File: src/rtl/metro_mpi_pkg.sv
// Types and defaults shared by the MPI sender and receiver stages.
package metro_mpi_pkg;

    typedef logic [63:0] flit_t;

    localparam int DEFAULT_NUM_CREDITS = 7;
    localparam int DEFAULT_FIFO_DEPTH  = 4;

    function automatic int credit_width(input int num_credits);
        return $clog2(num_credits + 1);
    endfunction

endpackage

File: src/rtl/sender_mpi_if.sv
// Producer-side handshake and channel-side flit/credit signals of the MPI sender.
interface sender_mpi_if;
    import metro_mpi_pkg::*;

    logic  in_valid;
    flit_t in_data;
    logic  in_ready;
    logic  out_valid;
    flit_t out_data;
    logic  out_yummy;

    // master: the sender itself; slave: producer plus downstream receiver
    modport master (
        input  in_valid, in_data, out_yummy,
        output in_ready, out_valid, out_data
    );

    modport slave (
        output in_valid, in_data, out_yummy,
        input  in_ready, out_valid, out_data
    );

endinterface

File: src/rtl/sender_fifo_mpi.sv
// Staging FIFO for the MPI sender; caller never pushes when full or pops when empty.
module sender_fifo_mpi
    import metro_mpi_pkg::*;
#(
    parameter int FIFO_DEPTH = DEFAULT_FIFO_DEPTH
) (
    input  logic                        clk_i,
    input  logic                        rstn_i,
    input  logic                        push_i,
    input  logic                        pop_i,
    input  flit_t                       wdata_i,
    output flit_t                       rdata_o,
    output logic [$clog2(FIFO_DEPTH):0] count_o
);

    localparam int AW = $clog2(FIFO_DEPTH);

    flit_t         mem_q [FIFO_DEPTH];
    logic [AW-1:0] wptr_q, wptr_d;
    logic [AW-1:0] rptr_q, rptr_d;
    logic [AW:0]   count_q, count_d;

    // Power-of-two depth lets the pointers wrap by natural overflow.
    always_comb begin
        wptr_d  = wptr_q + AW'(push_i);
        rptr_d  = rptr_q + AW'(pop_i);
        count_d = count_q + (AW+1)'(push_i) - (AW+1)'(pop_i);
    end

    always_ff @(posedge clk_i or negedge rstn_i) begin
        if (!rstn_i) begin
            wptr_q  <= '0;
            rptr_q  <= '0;
            count_q <= '0;
        end else begin
            wptr_q  <= wptr_d;
            rptr_q  <= rptr_d;
            count_q <= count_d;
        end
    end

    always_ff @(posedge clk_i) begin
        if (push_i) begin
            mem_q[wptr_q] <= wdata_i;
        end
    end

    assign rdata_o = mem_q[rptr_q];
    assign count_o = count_q;

endmodule

File: src/rtl/sender_mpi.sv
// Credit-based MPI transmit stage: staging FIFO, credit counter, registered channel output.
// Optional statistics counters are enabled by defining METRO_MPI_SEND_STATS_EN.
module sender_mpi
    import metro_mpi_pkg::*;
#(
    parameter int NUM_CREDITS = DEFAULT_NUM_CREDITS,
    parameter int FIFO_DEPTH  = DEFAULT_FIFO_DEPTH
) (
    input  logic                               clk_i,
    input  logic                               rstn_i,
    input  logic [31:0]                        rank_i,
    sender_mpi_if.master                       bus,
    output logic [$clog2(NUM_CREDITS+1)-1:0]   credit_o,
    output logic                               credit_err_o
`ifdef METRO_MPI_SEND_STATS_EN
    ,
    output logic [31:0]                        sent_cnt_o,
    output logic [31:0]                        stall_cnt_o
`endif
);

    localparam int CW = credit_width(NUM_CREDITS);
    localparam int AW = $clog2(FIFO_DEPTH);

    flit_t         fifo_rdata;
    logic [AW:0]   fifo_count;
    logic          push;
    logic          send;
    logic [CW-1:0] credit_q, credit_d;
    logic          err_q, err_d;
    logic          ovf;
    logic          valid_q;
    flit_t         data_q, data_d;
    logic          rank_unused;

    // Returns {overflow, next credit}; a return at full credit is flagged, never wrapped.
    function automatic logic [CW:0] credit_next(input logic [CW-1:0] cur,
                                                 input logic          snd,
                                                 input logic          yum);
        logic [CW:0] r;
        r = {1'b0, cur};
        if (snd && !yum) begin
            r[CW-1:0] = cur - CW'(1);
        end else if (yum && !snd) begin
            if (cur == CW'(NUM_CREDITS)) begin
                r[CW] = 1'b1;
            end else begin
                r[CW-1:0] = cur + CW'(1);
            end
        end
        return r;
    endfunction

    assign bus.in_ready = (fifo_count != (AW+1)'(FIFO_DEPTH));
    assign push         = bus.in_valid & bus.in_ready;
    assign send         = (fifo_count != '0) && (credit_q != '0);

    sender_fifo_mpi #(
        .FIFO_DEPTH (FIFO_DEPTH)
    ) u_fifo (
        .clk_i   (clk_i),
        .rstn_i  (rstn_i),
        .push_i  (push),
        .pop_i   (send),
        .wdata_i (bus.in_data),
        .rdata_o (fifo_rdata),
        .count_o (fifo_count)
    );

    always_comb begin
        {ovf, credit_d} = credit_next(credit_q, send, bus.out_yummy);
        err_d           = err_q | ovf;
        data_d          = send ? fifo_rdata : data_q;
    end

    always_ff @(posedge clk_i or negedge rstn_i) begin
        if (!rstn_i) begin
            valid_q  <= 1'b0;
            data_q   <= '0;
            credit_q <= CW'(NUM_CREDITS);
            err_q    <= 1'b0;
        end else begin
            valid_q  <= send;
            data_q   <= data_d;
            credit_q <= credit_d;
            err_q    <= err_d;
        end
    end

    assign bus.out_valid = valid_q;
    assign bus.out_data  = data_q;
    assign credit_o      = credit_q;
    assign credit_err_o  = err_q;

    // The rank only identifies the node in debug messages; no logic depends on it.
    assign rank_unused = ^rank_i;

`ifdef METRO_MPI_SEND_STATS_EN
    logic [31:0] sent_q, sent_d;
    logic [31:0] stall_q, stall_d;

    always_comb begin
        sent_d  = sent_q + 32'(send);
        stall_d = stall_q + 32'((fifo_count != '0) && (credit_q == '0));
    end

    always_ff @(posedge clk_i or negedge rstn_i) begin
        if (!rstn_i) begin
            sent_q  <= '0;
            stall_q <= '0;
        end else begin
            sent_q  <= sent_d;
            stall_q <= stall_d;
        end
    end

    assign sent_cnt_o  = sent_q;
    assign stall_cnt_o = stall_q;
`endif

endmodule

File: src/flat_wrapper.sv
// flat-port wrapper written by rule: the top's interface ports become plain ports
module sender_mpi_flat import metro_mpi_pkg::*;
#(
    parameter int NUM_CREDITS = DEFAULT_NUM_CREDITS,
    parameter int FIFO_DEPTH  = DEFAULT_FIFO_DEPTH
)
  (clk_i, rstn_i, rank_i, credit_o, credit_err_o, bus_in_valid, bus_in_data, bus_out_yummy, bus_in_ready, bus_out_valid, bus_out_data);
  sender_mpi_if bus_i ();
  input  logic clk_i;
  input  logic rstn_i;
  input  logic [31:0] rank_i;
  output logic [$clog2(NUM_CREDITS+1)-1:0] credit_o;
  output logic credit_err_o;
  input wire logic [$bits(bus_i.in_valid)-1:0] bus_in_valid;
  input wire logic [$bits(bus_i.in_data)-1:0] bus_in_data;
  input wire logic [$bits(bus_i.out_yummy)-1:0] bus_out_yummy;
  output wire logic [$bits(bus_i.in_ready)-1:0] bus_in_ready;
  output wire logic [$bits(bus_i.out_valid)-1:0] bus_out_valid;
  output wire logic [$bits(bus_i.out_data)-1:0] bus_out_data;
  assign bus_i.in_valid = bus_in_valid;
  assign bus_i.in_data = bus_in_data;
  assign bus_i.out_yummy = bus_out_yummy;
  assign bus_in_ready = bus_i.in_ready;
  assign bus_out_valid = bus_i.out_valid;
  assign bus_out_data = bus_i.out_data;
  sender_mpi #(.NUM_CREDITS(NUM_CREDITS), .FIFO_DEPTH(FIFO_DEPTH)) u_core (.clk_i(clk_i), .rstn_i(rstn_i), .rank_i(rank_i), .bus(bus_i), .credit_o(credit_o), .credit_err_o(credit_err_o));
endmodule
File: config.mk
export PLATFORM = sky130hd
export DESIGN_NAME = sender_mpi_flat
export DESIGN_NICKNAME = d
export VERILOG_FILES = /design/src/rtl/metro_mpi_pkg.sv /design/src/rtl/sender_mpi_if.sv /design/src/rtl/sender_fifo_mpi.sv /design/src/rtl/sender_mpi.sv /design/src/flat_wrapper.sv
export SDC_FILE = /design/constraint.sdc
export NUM_CORES = 1
export LEC_CHECK = 0
export BUFFER_PORTS_ARGS = -buffer_cell sky130_fd_sc_hd__buf_2
export CAP_MARGIN = 20
export CORE_ASPECT_RATIO = 1.75
export CORE_MARGIN = 5
export CORE_UTILIZATION = 45
export CTS_CLUSTER_DIAMETER = 100
export CTS_CLUSTER_SIZE = 24
export DETAILED_ROUTE_END_ITERATION = 16
export SYNTH_ARGS = -nofsm -noshare
export SYNTH_HDL_FRONTEND = slang
export SYNTH_SLANG_ARGS = --single-unit
File: constraint.sdc
create_clock -name clk_i -period 14.4 [get_ports clk_i]
set_input_delay 0.72 -clock clk_i [delete_from_list [all_inputs] [get_ports clk_i]]
set_output_delay 0.72 -clock clk_i [all_outputs]
set_load 0.005 [all_outputs]
After elaboration in Yosys (flattened, before gate mapping)
Memories as Yosys holds them, arrays and structs flattened. A register that Yosys moved wholly into a read port is not among the register bits.
Cells that the tools add are included.
{ "totals": {"memories": 1, "in_bits": 100, "ff_bits": 12, "ram_bits": 256, "output_inout_bits": 70, "elab_cells": 35} }
{ "classes": {"n_reduce_logical": 10, "n_eq_ne": 3, "add_sub_neg": 6, "muxes": 7, "n_bitwise": 2} }
{ "memory_table": {"columns": ["name", "depth", "word_bits", "read_ports", "rd_clocked_by_memory_dff", "wr", "line", "source"], "rows": [
  ["u_core.u_fifo.mem_q", 4, 64, 1, 1, 1, "sender_fifo_mpi.sv:18", "flit_t mem_q [FIFO_DEPTH];"]
]} }
{ "op_table": {"columns": ["cell", "n"], "rows": [
  ["3-bit 2-to-1 mux", 2],
  ["3-bit nonzero test", 2],
  ["2-bit by 1-bit adder with 2-bit output", 2],
  ["1-bit 2-to-1 mux", 4],
  ["4-bit 2-to-1 mux", 1],
  ["3-bit by 1-bit adder with 3-bit output", 1],
  ["3-bit by 1-bit adder with 3-bit output (second input constant)", 1],
  ["3-bit == test (second input constant)", 1],
  ["1-bit logical AND", 3],
  ["1-bit logical NOT", 3],
  ["3-bit inequality test (second input constant)", 1],
  ["3-bit by 1-bit subtractor with 3-bit output", 1],
  ["3-bit by 1-bit subtractor with 3-bit output (second input constant)", 1],
  ["2-bit by 1-bit inequality test with 1-bit output (second input constant)", 1],
  ["2-bit AND reduction", 1],
  ["2-bit nonzero test", 1],
  ["1-bit bitwise AND", 1],
  ["1-bit OR", 1]
]} }

Logic depth before layout (Yosys ltp)
Gate-level depths: netlist of run 1.
{ "depth": {"word_depth": 7, "ltp_mapped": 11, "ltp_nobuf": 10} }

Modules after synthesis
A second synthesis of run 1 with hierarchy kept.
{ "hier_totals": {"hier_cells": 530, "area_unflattened_um2": 12550.8} }
{ "modules_own_cells": {"columns": ["module", "seq_area_each_um2", "cells_per_inst", "n_inst", "area_each_um2"], "rows": [
  ["sender_fifo_mpi", 7862.5, 357, 1, 9643.0],
  ["sender_mpi", 1730.4, 173, 1, 2907.8]
]} }

Worst setup path after synthesis of run 1
OpenSTA, ideal clock, no wires.
{ "synth_path": {"path_kind": "input port to flip-flop", "from": "input port bus_in_valid", "to": "memory u_core.u_fifo.mem_q[1][0] (netlist bit) (enable)", "setup_ps": 578, "path_buffers": 0, "setup_slack_ps": 8287, "arrival_ps": 5535, "path_stages": 2, "required_time_ps": 13822, "path_cell_list": "nand2_1 -> nor3b_1"} }
{ "synth_via": {"elab_chain_len": 3} }
{ "synth_rtl": {"columns": ["element", "line", "source"], "rows": [
  ["from (decl)", "flat_wrapper.sv:14", "input wire logic [$bits(bus_i.in_valid)-1:0] bus_in_valid;"],
  ["1-bit bitwise AND", "sender_mpi.sv:55", "assign push = bus.in_valid & bus.in_ready;"],
  ["1-bit 2-to-1 mux", "sender_fifo_mpi.sv:43", "if (push_i) begin"],
  ["1-bit 2-to-1 mux (implied by the code)", "sender_fifo_mpi.sv:44", "mem_q[wptr_q] <= wdata_i;"],
  ["to (decl)", "sender_fifo_mpi.sv:18", null]
]} }
Every way passes these cells.

Final worst setup path of run 1
{ "layout_path": {"from": "register u_core.credit_q[0] (netlist: u_core.credit_o[0])", "to": "register u_core.u_fifo.count_q[2] (netlist: u_core.u_fifo.count_o[2])"} }
{ "layout_via": {"elab_chain_len": 3} }
{ "layout_rtl": {"columns": ["element", "line", "source"], "rows": [
  ["from (decl)", "sender_mpi.sv:29", "logic [CW-1:0] credit_q, credit_d;"],
  ["from (signal assigned)", "sender_mpi.sv:80", "credit_q <= CW'(NUM_CREDITS);"],
  ["from (signal assigned)", "sender_mpi.sv:85", "credit_q <= credit_d;"],
  ["3-bit nonzero test", "sender_mpi.sv:56", "assign send = (fifo_count != '0) && (credit_q != '0);"],
  ["1-bit logical AND", "sender_mpi.sv:56", null],
  ["3-bit by 1-bit subtractor with 3-bit output", "sender_fifo_mpi.sv:27", "count_d = count_q + (AW+1)'(push_i) - (AW+1)'(pop_i);"],
  ["net u_core.u_fifo.count_d[2]", "sender_fifo_mpi.sv:21", "logic [AW:0] count_q, count_d;"],
  ["to (signal assigned)", "sender_fifo_mpi.sv:38", "count_q <= count_d;"],
  ["to (decl)", "sender_fifo_mpi.sv:21", null]
]} }
The timed path passes the listed nets, and every way through them passes these cells.
A chain may end at the register's enable or synchronous reset.

==> results.yml, run 1 <==
run_status:
  outcome: "complete, no violations"
route:
  num_vias: 5548
  ant_nets: 0
  first_iter_violations: 338
  via_per_inst: 5.26
  wl_per_cell_um: 22.2
  drc: 0
  drt-pass1-iter-count: 5
  totalWireLength_um: 23400
critical_path:
  reg2reg_slack_ns: 10.88
  critPathKind: "flip-flop to flip-flop"
  reg2reg_depth: 11
  end_kind: "flip-flop"
  cp-start-kind: "flip-flop"
  worstReg2RegEnd: "u_core.u_fifo.count_o[2]"
  required_ns: 14.83
  arrival_ns: 3.95
  critPathMaxFanout: 55
  timing.rr.start: "u_core.credit_o[0]"
die:
  num_io_pins: 170
  die_y_um: 229
  row_count: 80
  dieArea_um2: 30900
  start_util: 0.454
  core_area_um2: 27100
  die-width_um: 135
global_route:
  grt_antenna_before_repair: 6
  overflow: 0
  grt_pass1_wl_um: 36500
  track_usage: 0.154
  grt_pass1_vias: 6320
  grt_start_max_net_pins: 66
cts:
  cts-root-buf: "clkbuf_16"
  clkLatencyLatePin_ns: 0.50
  holdBufCountCts: 0
  cts_buffers: 17
  cts_resized: 0
  clkSlewWorstSetupHoldPaths_ns: 0.09
  cts_tree: "yes"
  clock_path_buffers: 3
  h-tree-depth: 1
  clock-sinks: 332
  post_cts_buffers: 0
synthesis:
  yosys_warnings: 0
  synth-seq-cells: 332
  synth-simple-area-share: 0.00600
  synthXorXnorAreaFrac: 0.00285
  syn_nets: 640
  synthCells: 529
  synth-compound-area-share: 0.00590
  syn_avg_cell_area_um2: 23.3
  synth_flop_cell: "edfxtp_1"
  yosysTopAreaCellShare: 0.625
  synth_edf_count: 256
  synthMuxAreaShare: 0.178
  synth_top_area_cell: "edfxtp_1"
  synth_top_family_by_area: "multiplexers"
  yosysMostFrequentCell: "edfxtp_1"
  async_flop_share: 0.229
  synthTopCellsByCount: "edfxtp_1 (256), dfrtp_1 (73), mux4_2 (60)"
  syn_area_um2: 12300
  yosys-top-cells-area: "edfxtp_1 (62%), dfrtp_1 (15%), mux4_2 (11%)"
  synth.yosys.seq_area_share: 0.779
  synth-adder-area-share: 0.0118
  ys_types: 28
sta:
  hold_violations: 0
  rsz0062_at_grt: "no"
  final.min_clock_period_ns: 3.52
  max_freq_mhz: 284
  fin_setup_tns_ns: 0
  setup_viol: 0
  worstMarginPinSlew_ns: 1.10
  finClkSkew_ns: 0.0128
  hold_ws_ns: 0.126
  period_share: 0.244
  slew_violations: 0
  max_slew_margin: 0.269
power_and_ir_drop:
  p_int_uw: 2050
  netSwitchingFraction: 0.288
  peakVddDrop_uv: 117
  switching_power_uw: 828
  p_comb_frac: 0.305
  p_clk_frac: 0.181
  powerDensity_nw_per_um2: 207
  p_leak_uw: 0.00496
  seqPwrFrac: 0.514
layout:
  drive_above_1_share: 0.439
  final_util: 0.513
  fin_area_um2: 13900
  num-fill-cells: 2200
  layout.cells.non_filler: 1055
  syn_to_final_growth_pct: 13.0
  fin_nets: 784
placement:
  io_buffers: 137
  gp_congestion: 0.690
  placed_area_um2: 13400
  dp.cells: 1023
  dp_hpwl_um: 13800
worst_hold_path:
  hold_class: "input pin to asynchronous set/reset pin"
job:
  cap_violations: 0
==> worst max-delay path by stage <==
stage / startpoint / endpoint / slack [ns] / cells past startpoint
6_report: u_core.credit_o[0] / u_core.u_fifo.count_o[2] / 10.88 / 11
5_1_grt: u_core.credit_o[0] / u_core.u_fifo.count_o[2] / 10.65 / 11
4_1_cts: u_core.credit_o[0] / u_core.u_fifo.count_o[2] / 10.77 / 11
3_5_place_dp: u_core.credit_o[0] / u_core.u_fifo.count_o[2] / 10.79 / 11
3_3_place_gp: u_core.credit_o[0] / u_core.u_fifo.count_o[2] / 10.85 / 11
2_1_floorplan: bus_in_valid / u_core.u_fifo.mem_q[1][0] / 8.29 / 2
==> critical path: stages (launching register included) <==
cell     delay, ns
dfstp_2       0.58
inv_1         0.07
ha_1          0.23
a21oi_4       0.43
buf_4         0.81
ha_1          0.37
inv_1         0.06
ha_1          0.15
inv_1         0.05
fa_1          0.37
xnor2_1       0.17
xnor2_1       0.13
==> per-layer routing <==
metal  global-route usage  vias to the layer above  part of all wire
li1                     -                     2427                 -
met1                0.179                     2982              0.37
met2                0.286                      102              0.56
met3               0.0271                       31             0.042
met4               0.0457                        6             0.019
met5                    0                        -            0.0015
==> logic make-up after synthesis <==
| logic type | count (synthesis) |
|---|---|
| and+or+nand+nor | 11 |
| AOI/OAI and AO/OA | 12 |
| buffers and inverters | 31 |
| adders and majority gates | 11 |
| xor gates and xnor gates | 4 |
| muxes | 128 |
| DFF | 332 |
==> per-stage QoR <==
stage / setup WS, ns / power, µW
after floorplan: 8.29 / 2110
after global placement: 10.85 / 2370
after detailed placement: 10.79 / 2410
after CTS: 10.77 / 2940
after global routing: 10.65 / 3050
final: 10.88 / 2880
==> power by group through the flow <==
stage	Sequential (µW)	Clock, µW	Combinational [µW]
global placement	1490	0	873
detailed placement	1510	0	903
floorplan	1440	0	675
global route	1510	579	955
finish	1480	521	877
CTS	1490	544	906
==> flip-flops by register name, indices dropped and copies added, names as in the netlist <==
signal                 count
u_core.u_fifo.count_o      3
u_core.bus.out_data       64
u_core.credit_err_o        1
u_core.credit_o            3
u_core.u_fifo.wptr_q       2
u_core.bus.out_valid       1
u_core.u_fifo.rptr_q       2
u_core.u_fifo.mem_q      256
==> layout by cell type (no fill, tap or decap), types with 5 or more instances in the layout <==
cell type / count
clkbuf_1: 11
edfxtp_1: 256
inv_1: 10
ha_1: 10
mux2_4: 5
mux2_2: 59
dfrtp_1: 71
clkbuf_16: 17
buf_2: 136
buf_4: 10
mux4_2: 60
==> area by class of cell <==
| cell class | count | area [µm²] | area share |
|---|---|---|---|
| Clock buffer | 28 | 467 | 0.0335 |
| Sequential cell | 332 | 9600 | 0.690 |
| Tap cell | 369 | 462 | 0.0332 |
| Antenna cell | 3 | 7.51 | 0.000540 |
| Inverter | 10 | 37.5 | 0.00270 |
| Clock inverter | 1 | 30.0 | 0.00216 |
| Timing Repair Buffer | 146 | 756 | 0.0543 |
| Multi-Input combinational cell | 166 | 2550 | 0.184 |
Power figures use the tool's default switching activity.
==> run 2, diff against run 1 <==
--- a/config.mk
+++ b/config.mk
@@ -13,6 +13,7 @@
 export CTS_CLUSTER_DIAMETER = 100
 export CTS_CLUSTER_SIZE = 24
 export DETAILED_ROUTE_END_ITERATION = 16
+export PLACE_DENSITY = 0.67
 export SYNTH_ARGS = -nofsm -noshare
 export SYNTH_HDL_FRONTEND = slang
 export SYNTH_SLANG_ARGS = --single-unit
==> constraint.sdc (replaced) <==
create_clock -name clk_i -period 3.1 [get_ports clk_i]
set_input_delay 0.155 -clock clk_i [delete_from_list [all_inputs] [get_ports clk_i]]
set_output_delay 0.155 -clock clk_i [all_outputs]
set_load 0.005 [all_outputs]
==> results.yml, run 2 (same netlist as run 1, synthesis figures left out) <==
global_route:
  track_usage: 0.159
  grt_antenna_before_repair: 2
  grt_pass1_wl_um: 37900
  grt_pass1_vias: 6730
  grt_start_max_net_pins: 75
  overflow: 0
sta:
  final.min_clock_period_ns: 2.62
  max_slew_margin: 0.299
  rsz0062_at_grt: "no"
  fin_setup_tns_ns: 0
  slew_violations: 0
  max_freq_mhz: 382
  hold_violations: 0
  worst_slack_ns: 0.479
  worstMarginPinSlew_ns: 1.05
  period_share: 0.846
  finClkSkew_ns: 0.0248
  setup_viol: 0
layout:
  layout_commonest_cell: "edfxtp_1"
  largest_register: "u_core.u_fifo.mem_q"
  syn_to_final_growth_pct: 19.2
  layout_common_cells: "edfxtp_1 (256), buf_2 (136), dfrtp_1 (71), dlygate4sd3_1 (65), mux4_2 (60)"
  drive_above_1_share: 0.403
  largest_reg_flops: 256
  fin_nets: 851
  num-fill-cells: 2118
placement:
  pre_cts_ws_ns: 0.397
  dp_hpwl_um: 14200
  gp_congestion: 0.738
  io_buffers: 137
die:
  row_count: 80
  core_area_um2: 27100
  dieArea_um2: 30900
  die_y_um: 229
  num_io_pins: 170
  start_util: 0.454
  die-width_um: 135
route:
  drc: 0
  wl_per_cell_um: 21.1
  first_iter_violations: 265
  totalWireLength_um: 23700
  via_per_inst: 5.16
  drt-pass1-iter-count: 4
  num_vias: 5795
  ant_nets: 0
critical_path:
  reg2reg_slack_ns: 0.48
  arrival_ns: 2.76
  crit_start: "u_core.u_fifo.count_o[2]"
  cp_slowest_cell: "buf_4"
  timing.rr.start: "u_core.u_fifo.count_o[2]"
  required_ns: 3.24
  cp-start-kind: "flip-flop"
  critPathMaxStageDelay_ns: 0.77
  crit_chain: "or3b_2 -> nand2_1 -> nor3_4 -> buf_4"
  critPathMaxFanout: 52
  critPathKind: "flip-flop to flip-flop"
  end_kind: "flip-flop"
cts:
  clock_path_buffers: 3
  cts_buffers: 17
  clkSlewWorstSetupHoldPaths_ns: 0.10
  clock-sinks: 332
  h-tree-depth: 1
  cts-root-buf: "clkbuf_16"
  cts_resized: 0
  holdBufCountCts: 65
  clkLatencyLatePin_ns: 0.52
  cts_tree: "yes"
  post_cts_buffers: 0
power_and_ir_drop:
  peakVddDrop_uv: 566
  powerDensity_nw_per_um2: 923
  p_leak_uw: 0.00528
run_status:
  outcome: "complete, no violations"
worst_hold_path:
  hold_path_startpoint: "bus_out_yummy"
  hold_class: "input pin to flip-flop"
job:
  cap_violations: 0
-- run 2: cell count changes in the layout (fill, tap and decap cells not counted), sizes merged --
cell	delta
diode	-1
clkbuf	+1
inv	+1
buf	+2
dlygate4sd3	+65
bufinv	-1
-- run 2: stage by stage --
stage                     instance area (µm²)  std cells  hold WS [ns]  total power (µW)  utilization
after CTS                               14600       1119        0.0432             13800        0.540
after global placement                  13500       1024         0.367             11100        0.497
after floorplan                         12300        529        -0.141              9790            -
after global routing                    14700       1122        0.0791             14400        0.541
after detailed placement                13500       1024         0.371             11300        0.497
final                                   14700       1122        0.0739             13500        0.541
-- run 2: layer usage --
metal / wire (µm) / GRT usage / part of all wire / vias to the layer above
met5: 0 / 0 / 0 / -
met2: 13500 / 0.307 / 0.57 / 113
li1: - / - / - / 2563
met1: 8910 / 0.183 / 0.38 / 3097
met3: 777 / 0.0181 / 0.033 / 22
met4: 478 / 0.0441 / 0.020 / 0
-- run 2: cell type report --
type | instances | area, µm² | share of cell area
multi-input cells | 166 | 2570 | 0.175
well taps | 369 | 462 | 0.0315
repair buffers | 213 | 1490 | 0.102
clock buffers | 29 | 492 | 0.0335
diodes | 2 | 5.00 | 0.000341
inverters | 10 | 37.5 | 0.00256
flip-flops and latches | 332 | 9600 | 0.654
clock inverters | 1 | 8.76 | 0.000597
-- run 2: worst paths after layout --
| kind | to | cells past startpoint |
|---|---|---|
| worst min-delay path | u_core.credit_err_o | 3 |
| worst max-delay path | u_core.u_fifo.mem_q[0][51] | 4 |
| worst max register to register | u_core.u_fifo.mem_q[0][51] | 4 |
| min in group asynchronous | u_core.credit_err_o | 2 |
| worst min register to register | u_core.credit_err_o | 1 |
| max in group asynchronous | u_core.bus.out_data[11] | 3 |
-- run 2: critical path: cells and delay by family, from the launching register on --
kind,cells,cell delay [ns]
simple gates,3,1.02
buf+inv,1,0.77
flops,1,0.42
-- run 2: power breakdown --
group          internal, µW  switching, µW
Combinational          2410           1900
Sequential             6130            695
Clock                  1100           1310
==> run 3, diff against run 2 <==
==> constraint.sdc (replaced) <==
create_clock -name clk_i -period 2.1 [get_ports clk_i]
set_input_delay 0.105 -clock clk_i [delete_from_list [all_inputs] [get_ports clk_i]]
set_output_delay 0.105 -clock clk_i [all_outputs]
set_load 0.005 [all_outputs]
==> results.yml, run 3 (same netlist as run 1, synthesis figures left out) <==
job:
  cap_violations: 0
cts:
  clkSlewWorstSetupHoldPaths_ns: 0.10
  clock_path_buffers: 3
  clock-sinks: 332
  cts-root-buf: "clkbuf_16"
  cts_buffers: 17
  clkLatencyLatePin_ns: 0.50
  cts_tree: "yes"
  h-tree-depth: 1
placement:
  io_buffers: 137
  dp_hpwl_um: 14900
  dp.cells: 1045
  gp_congestion: 0.733
die:
  die-width_um: 135
  dieArea_um2: 30900
  start_util: 0.454
  core_area_um2: 27100
  die_y_um: 229
  num_io_pins: 170
  row_count: 80
sta:
  finClkSkew_ns: 0.0152
  max_slew_margin: 0.565
  period_share: 0.994
  setup_viol: 0
  slew_violations: 0
  max_freq_mhz: 479
  hold_violations: 0
  worstMarginPinSlew_ns: 0.652
  rsz0062_at_grt: "yes"
  final.min_clock_period_ns: 2.09
route:
  drt-pass1-iter-count: 4
  totalWireLength_um: 23700
  num_vias: 5787
  via_per_inst: 5.08
  ant_nets: 0
  wl_per_cell_um: 20.8
  drc: 0
  first_iter_violations: 295
power_and_ir_drop:
  peakVddDrop_uv: 711
  power_uw: 20600
  p_leak_uw: 0.00541
  powerDensity_nw_per_um2: 1370
global_route:
  grt_antenna_before_repair: 1
  grt_pass1_vias: 6670
  grt_start_max_net_pins: 46
  overflow: 0
  track_usage: 0.157
  grt_pass1_wl_um: 37400
layout:
  layout_commonest_cell: "edfxtp_1"
  multi_input_area_um2: 2650
  fin_nets: 874
  largest_reg_flops: 256
  largest_register: "u_core.u_fifo.mem_q"
  syn_to_final_growth_pct: 21.9
  drive_above_1_share: 0.440
  regArea_um2: 9600
  final_util: 0.553
  layout.cells.non_filler: 1140
  layout_common_cells: "edfxtp_1 (256), buf_2 (136), dfrtp_1 (71), dlygate4sd3_1 (66), mux4_2 (60)"
  num-fill-cells: 2052
critical_path:
  cp_slowest_cell: "dfstp_2"
  crit_start: "u_core.credit_o[1]"
  timing.rr.start: "u_core.credit_o[1]"
  arrival_ns: 2.48
  crit_top_cell: "ha_4"
  critPathKind: "flip-flop to flip-flop"
  end_kind: "flip-flop"
  cp-start-kind: "flip-flop"
  critPathMaxFanout: 2
  critPathMaxStageDelay_ns: 0.55
  crit_buf_inv: 3
  cp_top_family: "adder cells"
  required_ns: 2.49
  crit_chain: "inv_2 -> ha_4 -> a21oi_4 -> ha_4 -> inv_4 -> ha_4 -> inv_2 -> fa_2 -> xnor2_2 -> xnor2_1"
worst_hold_path:
  hold_class: "input pin to asynchronous set/reset pin"
run_status:
  outcome: "complete, no violations"
-- run 3: power by group --
group | switching, µW | internal, µW
Clock | 1880 | 1590
Sequential | 804 | 9030
Combinational | 3220 | 4080
Total | 5910 | 14700
-- run 3: cell type report --
| cell class | count | share of cell area |
|---|---|---|
| timing repair buffer | 236 | 0.117 |
| tap | 369 | 0.0308 |
| clock buffer | 26 | 0.0320 |
| sequential | 332 | 0.640 |
| antenna | 1 | 0.000167 |
| inverter | 10 | 0.00267 |
| multi-input combinational | 166 | 0.177 |
-- run 3: worst paths after layout --
| path | endpoint | slack (ns) | depth (start not counted) |
|---|---|---|---|
| max | u_core.u_fifo.count_o[2] | 0.01 | 10 |
| min | u_core.bus.out_valid | 0.14 | 2 |
| max reg2reg | u_core.u_fifo.count_o[2] | 0.01 | 10 |
| min reg2reg | u_core.credit_err_o | 0.47 | 1 |
| max in group asynchronous | u_core.bus.out_data[33] | 1.28 | 3 |
| min in group clk_i | u_core.u_fifo.wptr_q[0] | 0.16 | 5 |
-- run 3: worst register-to-register path: stages (launching register included) --
cell and delay (ns):
dfstp_2 0.55, inv_2 0.05, ha_4 0.16, a21oi_4 0.15, ha_4 0.23, inv_4 0.06, ha_4 0.12, inv_2 0.03
fa_2 0.37, xnor2_2 0.14, xnor2_1 0.13
-- run 3: layer usage --
layer | vias to the layer above | wire length (µm) | part of all wire | track usage
met5 | - | 0 | 0 | 0
met4 | 0 | 606 | 0.026 | 0.0501
met3 | 34 | 818 | 0.035 | 0.0176
met2 | 121 | 13600 | 0.57 | 0.304
met1 | 3038 | 8650 | 0.37 | 0.179
li1 | 2594 | - | - | -
-- run 3: through the flow --
| stage | area [µm²] | TNS (ns) | hold WS [ns] | setup WS [ns] |
|---|---|---|---|---|
| global placement | 13800 | -0.0720 | 0.175 | -0.0720 |
| finish | 15000 | 0 | 0.142 | 0.0134 |
| global route | 15000 | -0.656 | 0.181 | -0.0590 |
| detailed placement | 13800 | -0.146 | 0.182 | -0.146 |
| floorplan | 12400 | -125.64 | -0.191 | -0.699 |
| CTS | 15000 | -0.0850 | 0.151 | -0.0379 |
-- run 3: timing repair --
item / CTS / global route
pin swaps: 8 / 3
cloned: 0 / 0
endpoints found under the setup margin: 2 / 33
endpoints found under the hold margin: 299 / 0
resized for setup: 13 / 3
hold buffers: 66 / 0
buffers inserted: 2 / 0
